==> config.mk <==
export PLATFORM = sky130hd
export DESIGN_NAME = vita49_tx_sched_flat
export DESIGN_NICKNAME = d
export VERILOG_FILES = /design/src/rtl/vita49_pkg.sv /design/src/rtl/vita49_tx_sched_if.sv /design/src/rtl/vita49_time_cmp.sv /design/src/rtl/vita49_tx_sched.sv /design/src/flat_wrapper.sv
export SDC_FILE = /design/constraint.sdc
export NUM_CORES = 1
export LEC_CHECK = 0
export ABC_AREA = 0
export BUFFER_PORTS_ARGS = -buffer_cell sky130_fd_sc_hd__buf_2
export CAP_MARGIN = 10
export CORE_AREA = 4 4 125 127
export DETAILED_ROUTE_END_ITERATION = 8
export DIE_AREA = 0 0 129 131
export HOLD_SLACK_MARGIN = 0.02
export PLACE_DENSITY = 0.8
export SLEW_MARGIN = 20
export SYNTH_ARGS = -nofsm -noshare
export SYNTH_HDL_FRONTEND = slang
export SYNTH_SLANG_ARGS = --single-unit
==> constraint.sdc <==
create_clock -name AXIS_ACLK -period 6 [get_ports AXIS_ACLK]
set_input_delay 0.3 -clock AXIS_ACLK [delete_from_list [all_inputs] [get_ports AXIS_ACLK]]
set_output_delay 0.3 -clock AXIS_ACLK [all_outputs]
set_load 0.01 [all_outputs]
==> src/rtl/vita49_pkg.sv <==
// vita49_pkg: state encoding, pack_ctrl/status bit positions and ctrl word helper for the VITA-49 tx scheduler.
package vita49_pkg;

    typedef enum logic [2:0] {
        ST_IDLE  = 3'd0,
        ST_ARMED = 3'd1,
        ST_RUN   = 3'd2,
        ST_DRAIN = 3'd3,
        ST_FLUSH = 3'd4,
        ST_DONE  = 3'd5
    } state_t;

    localparam int CTRL_START    = 0;
    localparam int CTRL_RESET    = 1;
    localparam int CTRL_PASSTHRU = 2;
    localparam int CTRL_TRAILER  = 3;

    localparam int STAT_LATE = 3;
    localparam int STAT_TOUT = 4;
    localparam int STAT_DONE = 5;

    function automatic logic [31:0] ctrl_word(input state_t s, input logic pt, input logic tr);
        logic [31:0] w;
        w                = '0;
        w[CTRL_START]    = (s == ST_RUN);
        w[CTRL_RESET]    = (s == ST_IDLE) || (s == ST_FLUSH) || (s == ST_DONE);
        w[CTRL_PASSTHRU] = pt;
        w[CTRL_TRAILER]  = tr;
        return w;
    endfunction

endpackage

==> src/rtl/vita49_tx_sched_if.sv <==
// vita49_tx_sched_if: tap of the packer's M_AXIS handshake as seen by the scheduler.
interface vita49_tx_sched_if;
    logic tvalid;
    logic tready;
    logic tlast;
    modport master (output tvalid, tready, tlast);
    modport slave  (input  tvalid, tready, tlast);
endinterface

==> src/rtl/vita49_time_cmp.sv <==
// vita49_time_cmp: registered 96-bit unsigned now >= start compare, 1-cycle latency.
module vita49_time_cmp (
    input  logic        clk,
    input  logic        rst_n,
    input  logic [95:0] now,
    input  logic [95:0] start,
    output logic        ge
);
    always_ff @(posedge clk or negedge rst_n) begin
        if (!rst_n) ge <= 1'b0;
        else        ge <= now >= start;
    end
endmodule

==> src/rtl/vita49_tx_sched.sv <==
// vita49_tx_sched: timed VITA-49 packer scheduler (arm, wait for start time, run N packets, flush).
// Optional stall watchdog enabled by defining VITA49_TX_SCHED_TIMEOUT_EN.
module vita49_tx_sched
    import vita49_pkg::*;
#(
    parameter int FLUSH_CYCLES   = 4,
    parameter int CNT_W          = 32,
    parameter int TIMEOUT_CYCLES = 1048576
) (
    input  logic             AXIS_ACLK,
    input  logic             AXIS_ARESETN,
    input  logic             cmd_arm,
    input  logic             cmd_abort,
    input  logic [31:0]      cfg_start_sec,
    input  logic [63:0]      cfg_start_fsec,
    input  logic [CNT_W-1:0] cfg_num_pkts,
    input  logic             cfg_passthrough,
    input  logic             cfg_trailer_en,
    input  logic [31:0]      timestamp_sec,
    input  logic [63:0]      timestamp_fsec,
    vita49_tx_sched_if.slave mon,
    output logic [31:0]      pack_ctrl,
    output logic [31:0]      status,
    output logic [CNT_W-1:0] pkt_count
);
    localparam int FW = $clog2(FLUSH_CYCLES + 1);

    if (FLUSH_CYCLES < 1 || TIMEOUT_CYCLES < 1) begin : g_bad_param
        $error("FLUSH_CYCLES and TIMEOUT_CYCLES must be at least 1");
    end

    state_t           state, state_n;
    logic             late, late_n, tout, tout_n;
    logic             first, in_pkt, time_ge;
    logic             xfr, pend, final_pkt, to_hit;
    logic [CNT_W-1:0] cnt_inc, cnt_n;
    logic [FW-1:0]    fcnt;
    logic [31:0]      status_n;

    assign xfr       = mon.tvalid & mon.tready;
    assign pend      = xfr & mon.tlast;
    assign cnt_inc   = pkt_count + 1'b1;
    assign final_pkt = pend && (cfg_num_pkts != '0) && (cnt_inc == cfg_num_pkts);

    vita49_time_cmp u_cmp (
        .clk   (AXIS_ACLK),
        .rst_n (AXIS_ARESETN),
        .now   ({timestamp_sec, timestamp_fsec}),
        .start ({cfg_start_sec, cfg_start_fsec}),
        .ge    (time_ge)
    );

`ifdef VITA49_TX_SCHED_TIMEOUT_EN
    localparam int TW = $clog2(TIMEOUT_CYCLES + 1);
    logic [TW-1:0] to_cnt;
    logic          active;
    assign active = (state == ST_RUN) || (state == ST_DRAIN);
    assign to_hit = active && !xfr && (to_cnt == TW'(TIMEOUT_CYCLES - 1));
    always_ff @(posedge AXIS_ACLK or negedge AXIS_ARESETN) begin
        if (!AXIS_ARESETN) to_cnt <= '0;
        else               to_cnt <= (active && !xfr) ? to_cnt + 1'b1 : '0;
    end
`else
    assign to_hit = 1'b0;
`endif

    always_comb begin
        state_n = state;
        cnt_n   = pkt_count;
        late_n  = late;
        tout_n  = tout;
        case (state)
            ST_IDLE, ST_DONE: begin
                if (cmd_arm && !cmd_abort) begin
                    state_n = ST_ARMED;
                    cnt_n   = '0;
                    late_n  = 1'b0;
                    tout_n  = 1'b0;
                end
            end
            ST_ARMED: begin
                if (cmd_abort) state_n = ST_IDLE;
                else if (time_ge) begin
                    state_n = ST_RUN;
                    late_n  = late | first;
                end
            end
            ST_RUN: begin
                cnt_n   = pend ? cnt_inc : pkt_count;
                state_n = final_pkt ? ST_FLUSH : cmd_abort ? ST_DRAIN : ST_RUN;
            end
            ST_DRAIN: begin
                cnt_n   = pend ? cnt_inc : pkt_count;
                state_n = (cmd_abort || pend || !in_pkt) ? ST_FLUSH : ST_DRAIN;
            end
            ST_FLUSH: state_n = (fcnt == FW'(FLUSH_CYCLES - 1)) ? ST_DONE : ST_FLUSH;
            default:  state_n = ST_IDLE;
        endcase
        if (to_hit) begin
            state_n = ST_FLUSH;
            tout_n  = 1'b1;
        end
    end

    always_comb begin
        status_n            = '0;
        status_n[2:0]       = state_n;
        status_n[STAT_LATE] = late_n;
        status_n[STAT_TOUT] = tout_n;
        status_n[STAT_DONE] = (state_n == ST_DONE);
    end

    always_ff @(posedge AXIS_ACLK or negedge AXIS_ARESETN) begin
        if (!AXIS_ARESETN) begin
            state     <= ST_IDLE;
            late      <= 1'b0;
            tout      <= 1'b0;
            first     <= 1'b0;
            in_pkt    <= 1'b0;
            fcnt      <= '0;
            pkt_count <= '0;
            pack_ctrl <= 32'h2;
            status    <= '0;
        end else begin
            state     <= state_n;
            late      <= late_n;
            tout      <= tout_n;
            first     <= (state_n == ST_ARMED) && (state != ST_ARMED);
            // a packer reset discards any partial packet, so forget it too
            in_pkt    <= (state_n == ST_FLUSH) ? 1'b0 : pend ? 1'b0 : xfr ? 1'b1 : in_pkt;
            fcnt      <= (state == ST_FLUSH) ? fcnt + 1'b1 : '0;
            pkt_count <= cnt_n;
            pack_ctrl <= ctrl_word(state_n, cfg_passthrough, cfg_trailer_en);
            status    <= status_n;
        end
    end

endmodule

==> src/flat_wrapper.sv <==
// flat-port wrapper written by rule: the top's interface ports become plain ports
module vita49_tx_sched_flat import vita49_pkg::*;
#(
    parameter int FLUSH_CYCLES   = 4,
    parameter int CNT_W          = 32,
    parameter int TIMEOUT_CYCLES = 1048576
)
  (AXIS_ACLK, AXIS_ARESETN, cmd_arm, cmd_abort, cfg_start_sec, cfg_start_fsec, cfg_num_pkts, cfg_passthrough, cfg_trailer_en, timestamp_sec, timestamp_fsec, pack_ctrl, status, pkt_count, mon_tvalid, mon_tready, mon_tlast);
  vita49_tx_sched_if mon_i ();
  input  logic AXIS_ACLK;
  input  logic AXIS_ARESETN;
  input  logic cmd_arm;
  input  logic cmd_abort;
  input  logic [31:0] cfg_start_sec;
  input  logic [63:0] cfg_start_fsec;
  input  logic [CNT_W-1:0] cfg_num_pkts;
  input  logic cfg_passthrough;
  input  logic cfg_trailer_en;
  input  logic [31:0] timestamp_sec;
  input  logic [63:0] timestamp_fsec;
  output logic [31:0] pack_ctrl;
  output logic [31:0] status;
  output logic [CNT_W-1:0] pkt_count;
  input wire logic [$bits(mon_i.tvalid)-1:0] mon_tvalid;
  input wire logic [$bits(mon_i.tready)-1:0] mon_tready;
  input wire logic [$bits(mon_i.tlast)-1:0] mon_tlast;
  assign mon_i.tvalid = mon_tvalid;
  assign mon_i.tready = mon_tready;
  assign mon_i.tlast = mon_tlast;
  vita49_tx_sched #(.FLUSH_CYCLES(FLUSH_CYCLES), .CNT_W(CNT_W), .TIMEOUT_CYCLES(TIMEOUT_CYCLES)) u_core (.AXIS_ACLK(AXIS_ACLK), .AXIS_ARESETN(AXIS_ARESETN), .cmd_arm(cmd_arm), .cmd_abort(cmd_abort), .cfg_start_sec(cfg_start_sec), .cfg_start_fsec(cfg_start_fsec), .cfg_num_pkts(cfg_num_pkts), .cfg_passthrough(cfg_passthrough), .cfg_trailer_en(cfg_trailer_en), .timestamp_sec(timestamp_sec), .timestamp_fsec(timestamp_fsec), .mon(mon_i), .pack_ctrl(pack_ctrl), .status(status), .pkt_count(pkt_count));
endmodule
==> results by group, run 1 <==
Run status
  • Status: completed

Timing
  • Max Slew Vio Count: 0
  • RSZ-0062 raised after global routing: false
  • Slew at the pin with the worst max-slew slack: approximately 1100 ps
  • Clk_skew: 11.7 ps
  • Final hold vios: 0
  • # setup viols final: 0
  • Rel. slew slack: 0.259
  • Fin crit period: 3540 ps
  • Final worst-path cycle share: 0.591
  • Final setup TNS: 0 ps
  • Achievable Freq: 282 MHz

Worst setup path
  • Worst setup EP type: flip-flop
  • Slowest cell on crit path: nor3_1
  • CP max FO: 8
  • WP data required: 6180 ps
  • Path type of the worst setup path: flip-flop to flip-flop
  • Reg2Reg Launch Point: u_core.pkt_count[0]$_DFFE_PN0P_
  • Crit path max-delay family: simple AND/OR/NAND/NOR gates
  • Critical-path cell list: ha_1, nand4_2, nor3_1, and3_1, xnor2_1, nor4_1, nand4_1, o41ai_4, o21bai_2, nor2b_1
  • CP startpoint: u_core.pkt_count[0]$_DFFE_PN0P_
  • CP Buf/Inv Count: 0
  • R2r setup slk: roughly 2500 ps
  • Critical path startpoint category: flip-flop
  • Crit path arrival time: approximately 3700 ps
  • Worst path max stage delay: 710 ps

Clocking
  • # hold bufs at CTS: 0
  • Num CTS Buffers: 5
  • Post-CTS Setup Inserts: 0
  • CTS tree: yes
  • Maximum root-to-sink buffer count: 2
  • Clk_lat worst skew: 300 ps
  • Reg clk slew, reported paths: 70 ps
  • CTS Sinks: 47
  • Post-CTS Resized: 0
  • H-tree depth: 2
  • Root buffer cell: clkbuf_16

Route
  • Initial DRC Count: 340
  • Remaining DRCs: 0
  • Final wirelength: 20300 um
  • DR vias/cell: approximately 5.3
  • Initial DRT Pass Iterations: 5
  • Detail Route Antenna Nets: 0
  • Post-DR wirelength/cell: 16.3 um
  • Total number of vias: 6592

Flow run
  • Max-cap violations: 0

Final layout
  • Area delta synth->final: 21.5%
  • Post-Layout Cell Count: 1248
  • Nets: 1390
  • Fillcell total: 1409
  • Share of layout cells above drive strength 1: 0.297
  • Post-route cell area: 7800 sq um

Synthesis
  • Main combinational cell family by area after synthesis: simple AND/OR/NAND/NOR gates
  • Synth Warn #: 0
  • Mapped Cells: between 800 and 900
  • Synth area leader: ha_1
  • Flops & latches, synth: 47
  • Fraction of registers with async set/reset: 1.00
  • Synth Cell Area: 6420 sq um
  • Sequential area share after synthesis: 0.183
  • Post-synth top area share: 0.193
  • Avg Inst Size Synth: 7.97 sq um
  • Compound-gate portion of the synthesized area: 0.194
  • Most instantiated library cell after synthesis: inv_1
  • Post-synthesis xor/xnor area fraction: 0.0614
  • Commonest cells post-synth: inv_1 (102), ha_1 (99), o21ai_0 (62)
  • Top cells by area, synth: ha_1 (19%), dfrtp_1 (18%), buf_4 (6.7%), inv_1 (6.0%), o21ai_0 (4.8%)
  • Multiplexer share of the synthesized area: 0.00175
  • Post-synth EDFFs: 0
  • Adder-Cell Fraction of Synth Area: 0.193
  • Area share of and/or/nand/nor cells after synthesis: 0.209
  • Netlist cell types: 79
  • Synth Flop Type: dfrtp_1

Pwr
  • Maximum VDD drop: 0.113 mV
  • Combinational power share: 0.365
  • Total power: 1.12 mW
  • Power share of the clock group: 0.293
  • Cell Int Power: 732 uW
  • Leak pwr: 4.46 nW
  • Sw Pwr: 389 uW
  • PD cells: 144 nW/um^2
  • Sequential share of power: 0.342
  • Switching share of total power: 0.347

Min path
  • Worst Hold Class: input pin to async pin

Global routing
  • GR Overflow Total: 0
  • First-pass GRT wire length: approximately 31000 um
  • Vias in the first global route: 6351
  • Tot GR Track Use: 0.230
  • Largest net degree at the start of global routing: 48
  • Initial antenna violation count: 7

Floorplanning
  • Die height: between 100 and 150 um
  • Die width: approximately 130 um
  • Num rows: 44
  • Io pins: roughly 330
  • Total die area: 16900 sq um
  • Core box area: 14400 sq um
  • Initial core utilization: 0.445

Placement
  • I/O Buffers: 273
  • Post-Place Cells: 1235
  • GP Congestion: 0.923
  • Post-DP HPWL: 17400 um
  • Placed inst area: 7610 sq um
[cells in the final DEF (no fill, tap or decap), drive strengths merged, types with 3 or more instances in the layout]
master,instances
nand3b,4
or3,4
and4,7
nor2,48
buf,275
o21ai,62
and3,11
a211oi,3
a21o,35
o31ai,9
o41ai,5
o211ai,6
nand4,31
ha,99
and2,5
nor2b,6
nand2b,6
diode,5
xor2,18
clkbuf,5
nor4,18
nand2,46
a31oi,6
nor3,14
nand3,23
dfrtp,46
xnor2,27
a221oi,3
a21oi,38
or2,3
inv,103
conb,55
[metal layers]
metal,global-route usage,vias up,wire length [um]
li1,-,3255,-
met1,0.273,3010,7740
met2,0.418,274,10400
met3,0.0447,49,1530
met4,0.0723,4,607
met5,0,-,34
[worst paths after layout]
| check | endpoint | cells after the start |
|---|---|---|
| worst max-delay path | u_core.pack_ctrl[0]$_DFF_PN0_ | 10 |
| worst min-delay path | u_core.pkt_count[30]$_DFFE_PN0P_ | 1 |
| worst max register to register | u_core.pack_ctrl[0]$_DFF_PN0_ | 10 |
| worst min register to register | u_core.fcnt[0]$_DFF_PN0_ | 1 |
| max in group asynchronous | u_core.pkt_count[8]$_DFFE_PN0P_ | 1 |
| min in group AXIS_ACLK | u_core.pack_ctrl[3]$_DFF_PN0_ | 1 |
[area by class of cell]
type	count	area, sq um	area share
diodes	5	12.5	0.00160
clock buffers	5	125	0.0160
repair buffers	275	1380	0.177
flip-flops and latches	47	1180	0.151
clock inverters	3	46.3	0.00594
well taps	184	230	0.0295
multi-input cells	627	4440	0.569
inverters	102	383	0.0491
[flip-flops by register name (all words and copies together) (netlist names)]
register	count
u_core.fcnt	3
u_core.first	1
u_core.in_pkt	1
u_core.pack_ctrl	4
u_core.pkt_count	32
u_core.state	2
u_core.status	3
u_core.u_cmp.ge	1
[logic make-up (layout without fill, tap and decap cells)]
kind of cell	after synthesis	count (layout)
AO/OA/AOI/OAI	190	190
XOR/XNOR	45	45
adder cells (fa/ha/maj)	99	99
buffers and inverters	185	385
flip-flops	47	47
multiplexers	1	1
other	1	60
AND/OR/NAND/NOR	237	237
[power groups by stage]
stage          clock network, mW  logic, mW  registers [mW]
4_1_cts                    0.336      0.411           0.383
2_1_floorplan                  0      0.285           0.380
3_5_place_dp                   0      0.408           0.389
6_report                   0.329      0.410           0.383
3_3_place_gp                   0      0.399           0.387
5_1_grt                    0.346      0.465           0.388
[worst reg2reg max path: stages, from the launching register on]
cell      delay (ps)
dfrtp_1          510
ha_1             400
nand4_2          180
nor3_1           710
and3_1           340
xnor2_1          100
nor4_1           320
nand4_1          250
o41ai_4          370
o21bai_2          90
nor2b_1          140
[stage by stage]
stage | util | setup WS [ps] | hold WS (ps)
global route | 0.541 | 2270 | 71.9
global placement | 0.528 | 2630 | 409
detailed placement | 0.528 | 2570 | 410
floorplan | - | 3020 | 4.41
finish | 0.541 | 2460 | 14.0
CTS | 0.539 | 2540 | 101
(Power assumes the default switching activity.)
==> inputs of run 2 (changes only) <==
- CORE_AREA: 4 4 125 127 -> not set
- CORE_ASPECT_RATIO: not set -> 1.5
- CORE_MARGIN: not set -> 4
- CORE_UTILIZATION: not set -> 43
- DIE_AREA: 0 0 129 131 -> not set
- PLACE_DENSITY: 0.8 -> 0.81
- clock period: 6 -> 3 ns (I/O delays scaled with it)
==> run 2 against run 1 <==
  * Combinational power increased by 110%
  * Sequential power increased by 98%
  * Cell count increased by 4.2%
  * Clock skew decreased by 2.9 ps
  * Maximum frequency increased by 23%
  * Sequential share of layout area decreased by 0.74 points
  * Critical path depth increased by 1
  * Critical path type unchanged
==> results by group, run 2 (synthesis gave the netlist of run 1 again) <==
Placement
  • Post-Place Cells: 1281
  • I/O Buffers: 273
  • GP Congestion: 0.971
  • Post-DP HPWL: 18900 um

Clocking
  • CTS Sinks: 47
  • H-tree depth: 2
  • CTS tree: yes
  • Num CTS Buffers: 5
  • Reg clk slew, reported paths: 70 ps
  • Maximum root-to-sink buffer count: 2
  • Root buffer cell: clkbuf_16
  • Clk_lat worst skew: 300 ps

Floorplanning
  • Num rows: 54
  • Core box area: 14600 sq um
  • Die height: 158 um
  • Die width: 108 um
  • Initial core utilization: 0.440
  • Total die area: 17000 sq um
  • Io pins: 329

Pwr
  • Leak pwr: roughly 4.7 nW
  • PD cells: around 280 nW/um^2
  • Maximum VDD drop: 0.292 mV

Timing
  • Final setup TNS: 0 ps
  • Clk_skew: a little under 9 ps
  • Final worst-path cycle share: 0.960
  • RSZ-0062 raised after global routing: true
  • Rel. slew slack: 0.269
  • Fin crit period: approximately 2900 ps
  • Max Slew Vio Count: 0
  • Final hold vios: 0
  • Slew at the pin with the worst max-slew slack: 1100 ps
  • WHS: 202 ps
  • Achievable Freq: 347 MHz
  • # setup viols final: 0

Worst setup path
  • CP max FO: 6
  • Crit path arrival time: 3050 ps
  • Path type of the worst setup path: flip-flop to flip-flop
  • WP data required: 3170 ps
  • Critical path startpoint category: flip-flop
  • Worst setup EP type: flip-flop

Route
  • Initial DRT Pass Iterations: 5
  • Remaining DRCs: 0
  • DR vias/cell: 5.35
  • Total number of vias: 6954
  • Post-DR wirelength/cell: 17.1 um
  • Final wirelength: 22200 um
  • Detail Route Antenna Nets: 0
  • Initial DRC Count: approximately 350

Final layout
  • Share of layout cells above drive strength 1: 0.332
  • Area delta synth->final: 28.3%
  • Max reg flops: 32
  • Post-Layout Cell Count: 1300
  • Top reg by flops: u_core.pkt_count
  • Commonest non-fill, non-tap cell in the layout: buf_2
  • Commonest cells after routing, fill and taps aside: buf_2 (273), inv_1 (102), ha_1 (98)
  • Top flop regs: u_core.pkt_count x32, u_core.pack_ctrl x4
  • Nets: 1433

Min path
  • Worst Hold Class: input pin to flip-flop

Global routing
  • Largest net degree at the start of global routing: 42
  • GR Overflow Total: 0
  • Tot GR Track Use: 0.245
  • First-pass GRT wire length: around 33000 um
  • Vias in the first global route: roughly 6700
  • Initial antenna violation count: 4

Run status
  • Status: completed

Flow run
  • Max-cap violations: 0
-- run 2: final timing paths --
path,startpoint,to,slack (ps),cells after the start
max in group asynchronous,AXIS_ARESETN,u_core.pack_ctrl[1]$_DFF_PN1_,1700,3
hold / removal,timestamp_sec[31],u_core.u_cmp.ge$_DFF_PN0_,200,4
setup / recovery,u_core.pkt_count[0]$_DFFE_PN0P_,u_core.pack_ctrl[0]$_DFF_PN0_,120,11
min in group asynchronous,AXIS_ARESETN,u_core.pkt_count[6]$_DFFE_PN0P_,520,2
setup reg to reg,u_core.pkt_count[0]$_DFFE_PN0P_,u_core.pack_ctrl[0]$_DFF_PN0_,120,11
hold reg to reg,u_core.fcnt[0]$_DFF_PN0_,u_core.fcnt[0]$_DFF_PN0_,450,1
-- run 2: final cells by class --
type	instances	area [sq um]
clock inverter	3	47.5
timing repair buffer	318	1720
fill	1383	6360
sequential	47	1180
inverter	102	383
tap	196	245
multi-input combinational	627	4520
clock buffer	5	125
antenna	2	5.00
-- run 2: repair_timing --
action                     in CTS  in global routing
resized for setup              11                  8
setup endpoints to repair       2                  5
hold buffers                    3                  0
pin swaps                       3                  5
hold endpoints to repair       35                  0
buffers inserted                0                  6
-- run 2: through the flow --
| step | worst slack (ps) | instance area (sq um) | utilization | total power [mW] |
|---|---|---|---|---|
| after floorplan | 15.9 | 6620 | - | 1.33 |
| after global placement | -18.5 | 7880 | 0.540 | 1.60 |
| after detailed placement | -35.5 | 7880 | 0.540 | 1.63 |
| after CTS | 18.0 | 8130 | 0.557 | 2.30 |
| after global routing | -22.5 | 8230 | 0.564 | 2.44 |
| final | 121 | 8230 | 0.564 | 2.30 |
-- run 2: report_power, final --
part	leakage, nW	switching, mW	internal [mW]
Combinational	4.01	0.482	0.394
Sequential	0.634	0.0646	0.692
Clock	0.0844	0.268	0.398
Total	4.73	0.814	1.48
-- run 2: worst max-delay path: stages (launching register included) --
cell and delay, ps:
dfrtp_1 360, ha_2 210, buf_4 160, nand4_4 110, or2_4 290, xnor2_1 130
a2111o_1 360, nor4_2 310, nand4_1 210, o41ai_4 370, o21bai_2 100, nor2b_1 140
-- run 2: metal layers --
metal  vias to the layer above  track usage  part of all wire
met5                         -            0           0.00068
met4                         4        0.119             0.043
met3                        61       0.0477             0.076
met2                       326        0.462              0.54
met1                      3221        0.256              0.34
li1                       3342            -                 -
==> inputs of run 3 (changes only) <==
- ABC_AREA: 0 -> 1
==> run 3 against run 2 <==
  * Area after synthesis up 0.88%
  * Die area rose by 0.83%
  * First-iteration DRC count down 0.87%
  * Non-clock buffer count fell by 38
  * Critical endpoint is now u_core.in_pkt$_DFFE_PN0P_
==> results by group, run 3 <==
Synthesis
  • Netlist cell types: 43
  • Most instantiated library cell after synthesis: nand2_1
  • Commonest cells post-synth: nand2_1 (235), inv_1 (182), ha_1 (99)
  • Top cells by area, synth: ha_1 (19%), dfrtp_1 (18%), nand2_1 (14%), inv_1 (11%), buf_4 (6.5%)
  • Synth Cell Area: 6470 sq um
  • Fraction of registers with async set/reset: 1.00
  • Post-synth EDFFs: 0
  • Flops & latches, synth: 47
  • Synth Warn #: 0
  • Post-synth top area share: 0.191
  • Avg Inst Size Synth: 6.61 sq um
  • Synth Flop Type: dfrtp_1
  • Synth area leader: ha_1
  • Mapped Cells: 980
  • Sequential area share after synthesis: 0.182

Clocking
  • Post-CTS Resized: 0
  • H-tree depth: 2
  • Maximum root-to-sink buffer count: 2
  • Root buffer cell: clkbuf_16
  • Post-CTS Setup Inserts: 0
  • Num CTS Buffers: 5
  • Clk_lat worst skew: 300 ps
  • CTS tree: yes
  • CTS Sinks: 47
  • Reg clk slew, reported paths: 70 ps

Placement
  • I/O Buffers: 273
  • Post-Place Cells: between 1000 and 1500
  • Post-DP HPWL: around 20000 um
  • Placed inst area: 7870 sq um
  • GP Congestion: between 1 and 1.5
  • Place WS: 383 ps

Worst setup path
  • Reg-to-reg endpoint: u_core.in_pkt$_DFFE_PN0P_
  • Path type of the worst setup path: flip-flop to flip-flop
  • Worst path max stage delay: between 400 and 500 ps
  • R2R cell count: 16
  • Reg2Reg Launch Point: u_core.pkt_count[0]$_DFFE_PN0P_
  • Worst setup EP type: flip-flop
  • Critical path startpoint category: flip-flop
  • WP data required: 3180 ps
  • CP max FO: 7
  • R2r setup slk: between 300 and 400 ps
  • Crit path arrival time: 2830 ps
  • Critical-path cell list: ha_1, nand3_1, nor2_1, nand3_1, nor2_1, nand2_1, nand3b_1, nand2_1, nor2_1, nand2_1, nor2_2, nand3_2, nand2_1, nand2_2, nor2_1, a21oi_1
  • Slowest cell on crit path: dfrtp_1

Route
  • Detail Route Antenna Nets: 0
  • DR vias/cell: 4.97
  • Initial DRC Count: 342
  • Initial DRT Pass Iterations: 4
  • Total number of vias: 7253
  • Remaining DRCs: 0
  • Final wirelength: 23100 um
  • Post-DR wirelength/cell: between 15 and 20 um

Timing
  • Final hold vios: 0
  • Clk_skew: ~11 ps
  • # setup viols final: 0
  • WHS: between 150 and 200 ps
  • RSZ-0062 raised after global routing: false
  • Setup ws final: 346 ps
  • Slew at the pin with the worst max-slew slack: 723 ps
  • Fin crit period: 2650 ps
  • Final setup TNS: 0 ps
  • Rel. slew slack: 0.518
  • Final worst-path cycle share: 0.885
  • Max Slew Vio Count: 0
  • Achievable Freq: 377 MHz

Floorplanning
  • Io pins: 329
  • Die width: 108 um
  • Initial core utilization: 0.442
  • Die height: 158 um
  • Core box area: 14700 sq um
  • Total die area: 17100 sq um
  • Num rows: 54

Final layout
  • Commonest non-fill, non-tap cell in the layout: buf_2
  • Commonest cells after routing, fill and taps aside: buf_2 (273), nand2_1 (235), inv_1 (182)
  • Max reg flops: 32
  • Top reg by flops: u_core.pkt_count
  • Post-layout util: 0.551
  • Area delta synth->final: 24.8%
  • Share of layout cells above drive strength 1: 0.252
  • Top flop regs: u_core.pkt_count x32, u_core.pack_ctrl x4
  • Nets: 1591
  • Post-route cell area: roughly 8000 sq um
  • Post-Layout Cell Count: 1459

Global routing
  • Largest net degree at the start of global routing: 35
  • Tot GR Track Use: 0.263
  • GR Overflow Total: 0
  • Initial antenna violation count: 5
  • First-pass GRT wire length: roughly 35000 um
  • Vias in the first global route: 7330

Pwr
  • Total power: approximately 2.6 mW
  • PD cells: 325 nW/um^2
  • Maximum VDD drop: around 0.34 mV
  • Leak pwr: 4.77 nW

Min path
  • Worst Hold Class: input pin to flip-flop
  • Worst Hold Launch: cmd_arm
  • Hold path endpoint: u_core.first$_DFF_PN0_
  • Hold Path Depth: 3

Run status
  • Status: completed

Flow run
  • Max-cap violations: 0
run 3: worst max-delay path by stage:
| stage | start | cells after the start | endpoint |
|---|---|---|---|
| floorplan | u_core.pkt_count[0]$_DFFE_PN0P_ | 18 | u_core.in_pkt$_DFFE_PN0P_ |
| global placement | u_core.pkt_count[1]$_DFFE_PN0P_ | 16 | u_core.in_pkt$_DFFE_PN0P_ |
| detailed placement | u_core.pkt_count[1]$_DFFE_PN0P_ | 16 | u_core.in_pkt$_DFFE_PN0P_ |
| CTS | u_core.pkt_count[1]$_DFFE_PN0P_ | 16 | u_core.in_pkt$_DFFE_PN0P_ |
| global route | u_core.pkt_count[0]$_DFFE_PN0P_ | 16 | u_core.in_pkt$_DFFE_PN0P_ |
| finish | u_core.pkt_count[0]$_DFFE_PN0P_ | 16 | u_core.in_pkt$_DFFE_PN0P_ |
run 3: area by class of cell:
type	instances	area [sq um]
Fill cell	1480	6580
Multi-Input combinational cell	743	4370
Timing Repair Buffer	280	1430
Sequential cell	47	1180
Inverter	182	683
Tap cell	196	245
Clock buffer	5	125
Clock inverter	3	43.8
Antenna cell	3	7.51
run 3: routing by layer:
layer	share of wire	track usage	routed length [um]	vias to the layer above
li1	-	-	-	3610
met1	0.33	0.257	7530	3236
met2	0.54	0.508	12400	332
met3	0.084	0.0604	1950	71
met4	0.052	0.132	1190	4
met5	0.0012	0	27	-
run 3: report_power, final:
group,switching [mW],internal (mW)
Combinational,0.769,0.434
Clock,0.265,0.394
Sequential,0.0575,0.708
run 3: repair_timing:
action                                  CTS  global route
hold buffers                              3             0
endpoints found under the hold margin    28             0
endpoints found under the setup margin    0             0
run 3: worst max-delay path: cells and delay by family, from the launching register on:
family / cells / cell delay [ps]
simple gates: 14 / 1830
compound gates: 1 / 70
fa+ha+maj: 1 / 210
flops: 1 / 440
run 3: cells by family (layout without fill, tap and decap cells):
group                      count (synthesis)  count (layout)  synth area share
adders and majority gates                 99              99             0.191
buffers and inverters                    244             470             0.174
xor gates and xnor gates                  12              12            0.0247
DFF                                       47              47             0.182
other                                      1              58          0.000579
and+or+nand+nor                          459             459             0.320
AOI/OAI and AO/OA                        118             118             0.107
